**src/rtl/linear_interp_up.sv**
```systemverilog
// Linear interpolating upsampler (x2**LOG2_L) with a one-deep pending input register.
// Optional macro LI_ROUND_EN: round half up on intermediate outputs instead of floor.
module linear_interp_up #(
  parameter int WIDTH      = 18,
  parameter int LOG2_L     = 3,
  parameter int OUT_PERIOD = 4
) (
  input  logic             clock,
  input  logic             reset,
  input  logic [WIDTH-1:0] LI_in,
  input  logic             ready_in,
  output logic [WIDTH-1:0] LI_out,
  output logic             ready_out,
  output logic             overrun,
  output logic             busy
);
  localparam int L  = 1 << LOG2_L;
  localparam int AW = WIDTH + LOG2_L + 1;
  localparam int CW = (OUT_PERIOD > 1) ? $clog2(OUT_PERIOD) : 1;
  localparam int KW = LOG2_L + 1;

  typedef enum logic [1:0] {S_IDLE, S_LOAD, S_RUN} state_t;
  state_t r_state, w_state_nxt;

  logic signed [WIDTH-1:0] r_x_prev, r_x_new, r_pend;
  logic                    r_pend_v;
  logic signed [WIDTH:0]   r_delta;
  logic signed [AW-1:0]    r_acc;
  logic [CW-1:0]           r_cnt;
  logic [KW-1:0]           r_k;

  logic                    w_fire, w_last, w_take_pend, w_start;
  logic signed [WIDTH-1:0] w_start_val;
  logic signed [AW-1:0]    w_acc_nxt, w_acc_rnd;

  assign w_fire      = (r_state == S_RUN) && (r_cnt == '0);
  assign w_last      = w_fire && (r_k == KW'(L - 1));
  assign w_take_pend = w_last && r_pend_v;
  assign w_start     = ((r_state == S_IDLE) && ready_in) || (w_last && (r_pend_v || ready_in));
  assign w_start_val = w_take_pend ? r_pend : LI_in;
  assign busy        = (r_state != S_IDLE);

  assign w_acc_nxt = r_acc + {{(AW-WIDTH-1){r_delta[WIDTH]}}, r_delta};
`ifdef LI_ROUND_EN
  assign w_acc_rnd = w_acc_nxt + AW'(2 ** (LOG2_L - 1));
`else
  assign w_acc_rnd = w_acc_nxt;
`endif

  always_ff @(posedge clock) begin
    if (reset) r_state <= S_IDLE;
    else       r_state <= w_state_nxt;
  end

  always_comb begin
    w_state_nxt = r_state;
    case (r_state)
      S_IDLE: if (ready_in) w_state_nxt = S_LOAD;
      S_LOAD: w_state_nxt = S_RUN;
      S_RUN:  if (w_last) w_state_nxt = w_start ? S_LOAD : S_IDLE;
      default: w_state_nxt = S_IDLE;
    endcase
  end

  always_ff @(posedge clock) begin
    if (reset) begin
      LI_out    <= '0;
      ready_out <= 1'b0;
      overrun   <= 1'b0;
      r_x_prev  <= '0;
      r_x_new   <= '0;
      r_pend    <= '0;
      r_pend_v  <= 1'b0;
      r_delta   <= '0;
      r_acc     <= '0;
      r_cnt     <= '0;
      r_k       <= '0;
    end else begin
      ready_out <= 1'b0;
      if (w_start) r_x_new <= w_start_val;

      // Burst-ending edge frees the pending slot for a sample arriving on the same edge.
      if (w_take_pend) begin
        r_pend_v <= ready_in;
        if (ready_in) r_pend <= LI_in;
      end else if (ready_in && (r_state != S_IDLE) && !w_last) begin
        if (!r_pend_v) begin
          r_pend_v <= 1'b1;
          r_pend   <= LI_in;
        end else begin
          overrun <= 1'b1;
        end
      end

      if (r_state == S_LOAD) begin
        r_delta <= {r_x_new[WIDTH-1], r_x_new} - {r_x_prev[WIDTH-1], r_x_prev};
        r_acc   <= {r_x_prev[WIDTH-1], r_x_prev, {LOG2_L{1'b0}}};
        r_k     <= '0;
        r_cnt   <= CW'(OUT_PERIOD - 1);
      end else if (r_state == S_RUN) begin
        if (w_fire) begin
          r_acc     <= w_acc_nxt;
          r_k       <= r_k + 1'b1;
          LI_out    <= w_acc_rnd[WIDTH+LOG2_L-1:LOG2_L];
          ready_out <= 1'b1;
          r_cnt     <= CW'(OUT_PERIOD - 1);
          if (w_last) r_x_prev <= r_x_new;
        end else begin
          r_cnt <= r_cnt - 1'b1;
        end
      end
    end
  end
endmodule

```
**config.mk**
```make
export PLATFORM = sky130hd
export DESIGN_NAME = linear_interp_up
export DESIGN_NICKNAME = d
export VERILOG_FILES = /design/src/rtl/linear_interp_up.sv
export SDC_FILE = /design/constraint.sdc
export NUM_CORES = 1
export LEC_CHECK = 0
export BUFFER_PORTS_ARGS = -buffer_cell sky130_fd_sc_hd__buf_2
export CAP_MARGIN = 10
export CORE_UTILIZATION = 65
export CTS_BUF_LIST = sky130_fd_sc_hd__clkbuf_4 sky130_fd_sc_hd__clkbuf_8 sky130_fd_sc_hd__clkbuf_16
export DETAILED_ROUTE_END_ITERATION = 12
export GPL_TIMING_DRIVEN = 0
export PLACE_DENSITY = 0.85
export SLEW_MARGIN = 10
export SYNTH_ARGS = -nofsm -noshare
export SYNTH_HDL_FRONTEND = slang
export SYNTH_SLANG_ARGS = --single-unit
```
**constraint.sdc**
```tcl
create_clock -name clock -period 5.7 [get_ports clock]
set_input_delay 1.14 -clock clock [delete_from_list [all_inputs] [get_ports clock]]
set_output_delay 1.14 -clock clock [all_outputs]
set_load 0.02 [all_outputs]
```
* Word-level counts from Yosys, hierarchy flattened
Cells that the tools add are included.
Storage, ports and cells: register bits 124, latch bits 0, memory bits (writable) 0, bits in read-only memories 0, input bits 21, output and inout port bits 21, word-level logic and storage cells 70, memories kept 0
Operators by class: add/subtract/negate cells 4, multipliers 0, div/mod/pow operators 0, magnitude comparators 0, eq/ne operators 7, shift-type cells 0, mux-type cells 18, bitwise gates (word level) 3, reduce and logical (&&, ||, !) cells 25
Operators by type and width (number):
- $mux W18 | 5
- $mux W22 | 3
- $add A22 B22 Y22 | 1
- $sub A18 B18 Y19 | 1
- $mux W2 | 5
- $reduce_and A3 Y1 | 3
- $reduce_bool A2 Y1 | 4
- $logic_and A1 B1 Y1 | 7
- $ne A2 B2 Y1 const B | 3
- $pmux W2 S3 | 1
- $reduce_and A2 Y1 | 3
- $add A4 B1 Y4 const B | 1
- $eq A4 B3 Y1 const B | 1
- $logic_not A2 Y1 | 2
- $mux W1 | 4
- $reduce_and A4 Y1 | 1
- $not A1 Y1 | 3
- $reduce_or A3 Y1 | 1
- $eq A2 B1 Y1 const B | 1
- $eq A2 B2 Y1 const B | 1
- $logic_or A1 B1 Y1 | 2
- $ne A2 B1 Y1 const B | 1
- $reduce_or A2 Y1 | 1
- $sub A2 B1 Y2 const B | 1
- $logic_not A1 Y1 | 1

* Logic depth before layout (Yosys ltp)
depth after elaboration 8, mapped depth 13

* Worst setup path after synthesis
Ideal clock, no wire load.
path type reg-to-reg, from register r_delta[0], to register r_acc[18], library setup time 0.115 ns, arrival time 2.578 ns, data required time 5.585 ns, setup slack 3.007 ns, stages on the path, launching flop included 10, cell sequence dfxtp_1 -> ha_1 -> fa_1 -> a21oi_1 -> nor2b_1 -> a311o_1 -> o31a_4 -> a41oi_4 -> xor2_1 -> a2111oi_0
Between the ends: word-level cells in the longest chain between the ends 4
RTL lines:
- start: declaration | RTL line 27 | logic signed [WIDTH:0] r_delta;
- start signal: assignment | RTL line 96 | r_delta <= {r_x_new[WIDTH-1], r_x_new} - {r_x_prev[WIDTH-1], r_x_prev};
- $add A22 B22 Y22 | RTL line 43 | assign w_acc_nxt = r_acc + {{(AW-WIDTH-1){r_delta[WIDTH]}}, r_delta};
- $mux W22 | RTL line 101 | if (w_fire) begin
- $mux W22 | RTL line 100 | end else if (r_state == S_RUN) begin
- $mux W22 | RTL line 95 | if (r_state == S_LOAD) begin
- end signal: assignment | RTL line 97 | r_acc <= {r_x_prev[WIDTH-1], r_x_prev, {LOG2_L{1'b0}}};
- end signal: assignment | RTL line 102 | r_acc <= w_acc_nxt;
- end: declaration | RTL line 28 | logic signed [AW-1:0] r_acc;
No other way between the ends. The select of a mux whose other input is x is not followed. A chain may end at the register's enable or synchronous reset.

* Worst setup path after layout
Ends and elaborated chain as after synthesis.

==> results.toml <==
[run_status]
run_status = "finished clean"

[die]
placementRows = 36
initial_utilization_pct = 67.87
design.core.area_um2 = 9910
die_y_um = 103.7
dieArea_um2 = 10760
ioPinCount = 42
horizontal_die_dimension_um = 103.7

[logic_synthesis]
gate_count_after_technology_mapping = 828
synth_edf_count = 0
synth.avg_cell_area_um2 = 8.122
flip_flop_cell_with_the_highest_count_after_synthesis = "sky130_fd_sc_hd__dfxtp_1"
postSynthNetCount = 895
yosys.cell_types.count = 62
ys_async_sr_fraction_pct = 0
post_synth_instance_area_um2 = 6725
synthesis.yosys.warnings = 0
ys_seq_elements = 123
ys_seq_area_share_pct = 36.61

[cells_and_area]
final_common_cell = "sky130_fd_sc_hd__nand2_1"
final_layout_size_suffix_gt1_share_pct = 10.78
antenna_cells = 0
mostFrequentLayoutCells = "sky130_fd_sc_hd__nand2_1 (131), sky130_fd_sc_hd__dfxtp_1 (123), sky130_fd_sc_hd__nor2_1 (115), sky130_fd_sc_hd__a21oi_1 (62), sky130_fd_sc_hd__buf_2 (48)"
syn_to_final_growth_pct = 13.47
final_nets = 954

[timing]
final-setup-viol-count = 0
hold_ws_ns = 0.4590
post-route-min-period_ns = 2.972
final_hold_viol_count = 0
achievable-frequency_mhz = 336.5
timing.setup.tns_ns = 0
timing.final.max_slew_violations = 0
worst_slack_ns = 2.728
grt_setup_unrepaired = "no"
finalClockSkew_ns = 0.007674
max_slew_margin_pct = 43.03
timing_worst_slew_pin_value_ns = 0.8514
finalCritPeriodShare_pct = 52.14

[clocking]
root_buffer = "sky130_fd_sc_hd__clkbuf_8"
cts.hold.buffers_added = 0
postCtsResizedCells = 0
cts_tree = "yes"
maximum_level_of_the_cts_h_tree = 4
number_of_buffers_added_by_the_clock_tree_synthesis_step = 17
postCtsSetupRepairBufs = 0
clock_latency_ns = 0.55
ctsLongestPathBuffers = 2
clk_pin_slew_ns = 0.06
cts_num_sinks = 123

[power_and_ir_drop]
power_report.internal_total_uw = 2092
fraction_of_power_consumed_by_combinational_cells_pct = 37.7
power.density_cell_area_nw_per_um2 = 441.1
p_leak_uw = 0.003281
swShare_pct = 37.85
power.sequential.fraction_pct = 33.5
switching_power_uw = 1274
power.clock.fraction_pct = 28.9
irDropWorstVdd_mv = 0.2892

[global_route]
antenna_found_initial = 0
pin_count_of_the_biggest_net_entering_global_routing = 17
number_of_global_route_vias_before_repair = 6009
grt_pass1_wl_um = 28630
overflow = 0
track_usage_pct = 33.61

[placement]
numPortBuffers = 40
preCtsSetupSlack_ns = 2.769
detailedPlacementHpwl_um = 12950
gp_weighted_congestion = 0.9225

[route]
drtIter0Drc = 388
dr.pass1.iters = 4
post_drt_wl_per_cell_um = 16.85
route.vias.total = 6209
totalWireLength_um = 17400
route.detailed.drc = 0
routed_via_density = 6.011
postRouteAntennaNets = 0

[flow_run]
maxCapViolations = 0

[critical_path]
capturing_element_type_of_the_critical_path = "flop"
worst-endpoint-required_ns = 6.13
critical_path_arrival_ns = 3.40
critPathLaunchType = "flop"
worstPathMaxFanout = 7
cp_class = "reg -> reg"

[worst_hold_path]
min_path_type = "reg -> reg"
-- synthesized netlist by cell type, drive strengths merged, types with 17 or more instances --
master | number | area [um^2]
nand2 | 134 | 510.5
dfxtp | 123 | 2462
nor2 | 115 | 431.7
a21oi | 62 | 310.3
ha | 44 | 550.5
inv | 34 | 127.6
clkbuf | 30 | 112.6
a311oi | 23 | 201.4
o21ai | 22 | 113.9
xor2 | 22 | 192.7
mux2i | 21 | 210.2
a21o | 19 | 142.6
buf | 17 | 103.8
-- sequential cells by signal, indices dropped and copies added, names as in the netlist --
register and flops:
r_delta 19, ready_out 1, r_x_new 18, overrun 1
r_acc 21, r_state 2, r_cnt 2, r_x_prev 18
r_pend_v 1, LI_out 18, r_k 4, r_pend 18
-- layer usage --
layer	share of wire (%)	wire [um]	vias to the layer above	GRT usage (%)
li1	-	-	3046	-
met1	41	7180	2841	39.33
met2	48	8375	279	57.81
met3	7.7	1339	43	7.804
met4	2.9	505	0	16.43
met5	0	0	-	0
-- power by group through the flow --
stage	sequential [uW]	combinational (uW)	clock (uW)
2_1_floorplan	1110	952	0
3_3_place_gp	1130	1180	0
3_5_place_dp	1140	1230	0
4_1_cts	1120	1250	972
5_1_grt	1140	1410	1010
6_report	1130	1270	972
-- worst max-delay path, stage by stage (launching register included) --
cell and delay (ns):
sky130_fd_sc_hd__dfxtp_1 0.33, sky130_fd_sc_hd__ha_1 0.24, sky130_fd_sc_hd__fa_1 0.40, sky130_fd_sc_hd__a21oi_1 0.17
sky130_fd_sc_hd__nor2b_1 0.08, sky130_fd_sc_hd__a311o_1 0.43, sky130_fd_sc_hd__o31a_4 0.44, sky130_fd_sc_hd__a41oi_4 0.28
sky130_fd_sc_hd__xor2_1 0.10, sky130_fd_sc_hd__a2111oi_0 0.37
-- final timing paths --
kind	slack [ns]	cells past startpoint	end	startpoint
max	2.73	9	r_acc[18]$_SDFFE_PP0P_	r_delta[0]$_SDFFE_PP0P_
min	0.46	2	LI_out[9]$_SDFFE_PP0P_	LI_out[9]$_SDFFE_PP0P_
max reg2reg	2.73	9	r_acc[18]$_SDFFE_PP0P_	r_delta[0]$_SDFFE_PP0P_
min reg2reg	0.46	2	LI_out[9]$_SDFFE_PP0P_	LI_out[9]$_SDFFE_PP0P_
-- per-stage QoR --
step	cells	utilization (%)	total power [uW]	area (um^2)
2_1_floorplan	828	-	2063	6725
3_3_place_gp	1001	71.57	2313	7092
3_5_place_dp	1001	71.57	2365	7092
4_1_cts	1033	77.01	3342	7631
5_1_grt	1033	77.01	3560	7631
6_report	1033	77.01	3366	7631
-- final cells by class --
class | instances | area, um^2
multi-input combinational | 624 | 3919
sequential | 123 | 2462
fill | 730 | 2278
clock buffer | 25 | 499.2
buffer | 47 | 216.5
timing repair buffer | 40 | 200.2
tap | 133 | 166.4
inverter | 34 | 127.6
clock inverter | 7 | 40.04
-- cells by family (layout without fill, tap and decap cells) --
| group | Yosys count | in the layout | synth area share [%] |
|---|---|---|---|
| AO/OA/AOI/OAI | 202 | 202 | 21.02 |
| multiplexers | 21 | 21 | 3.126 |
| XOR/XNOR | 32 | 32 | 4.167 |
| adder cells (fa/ha/maj) | 46 | 46 | 8.781 |
| buffers and inverters | 81 | 153 | 5.116 |
| flip-flops | 123 | 123 | 36.61 |
| AND/OR/NAND/NOR | 323 | 323 | 21.17 |
Power figures use the tool's default switching activity.
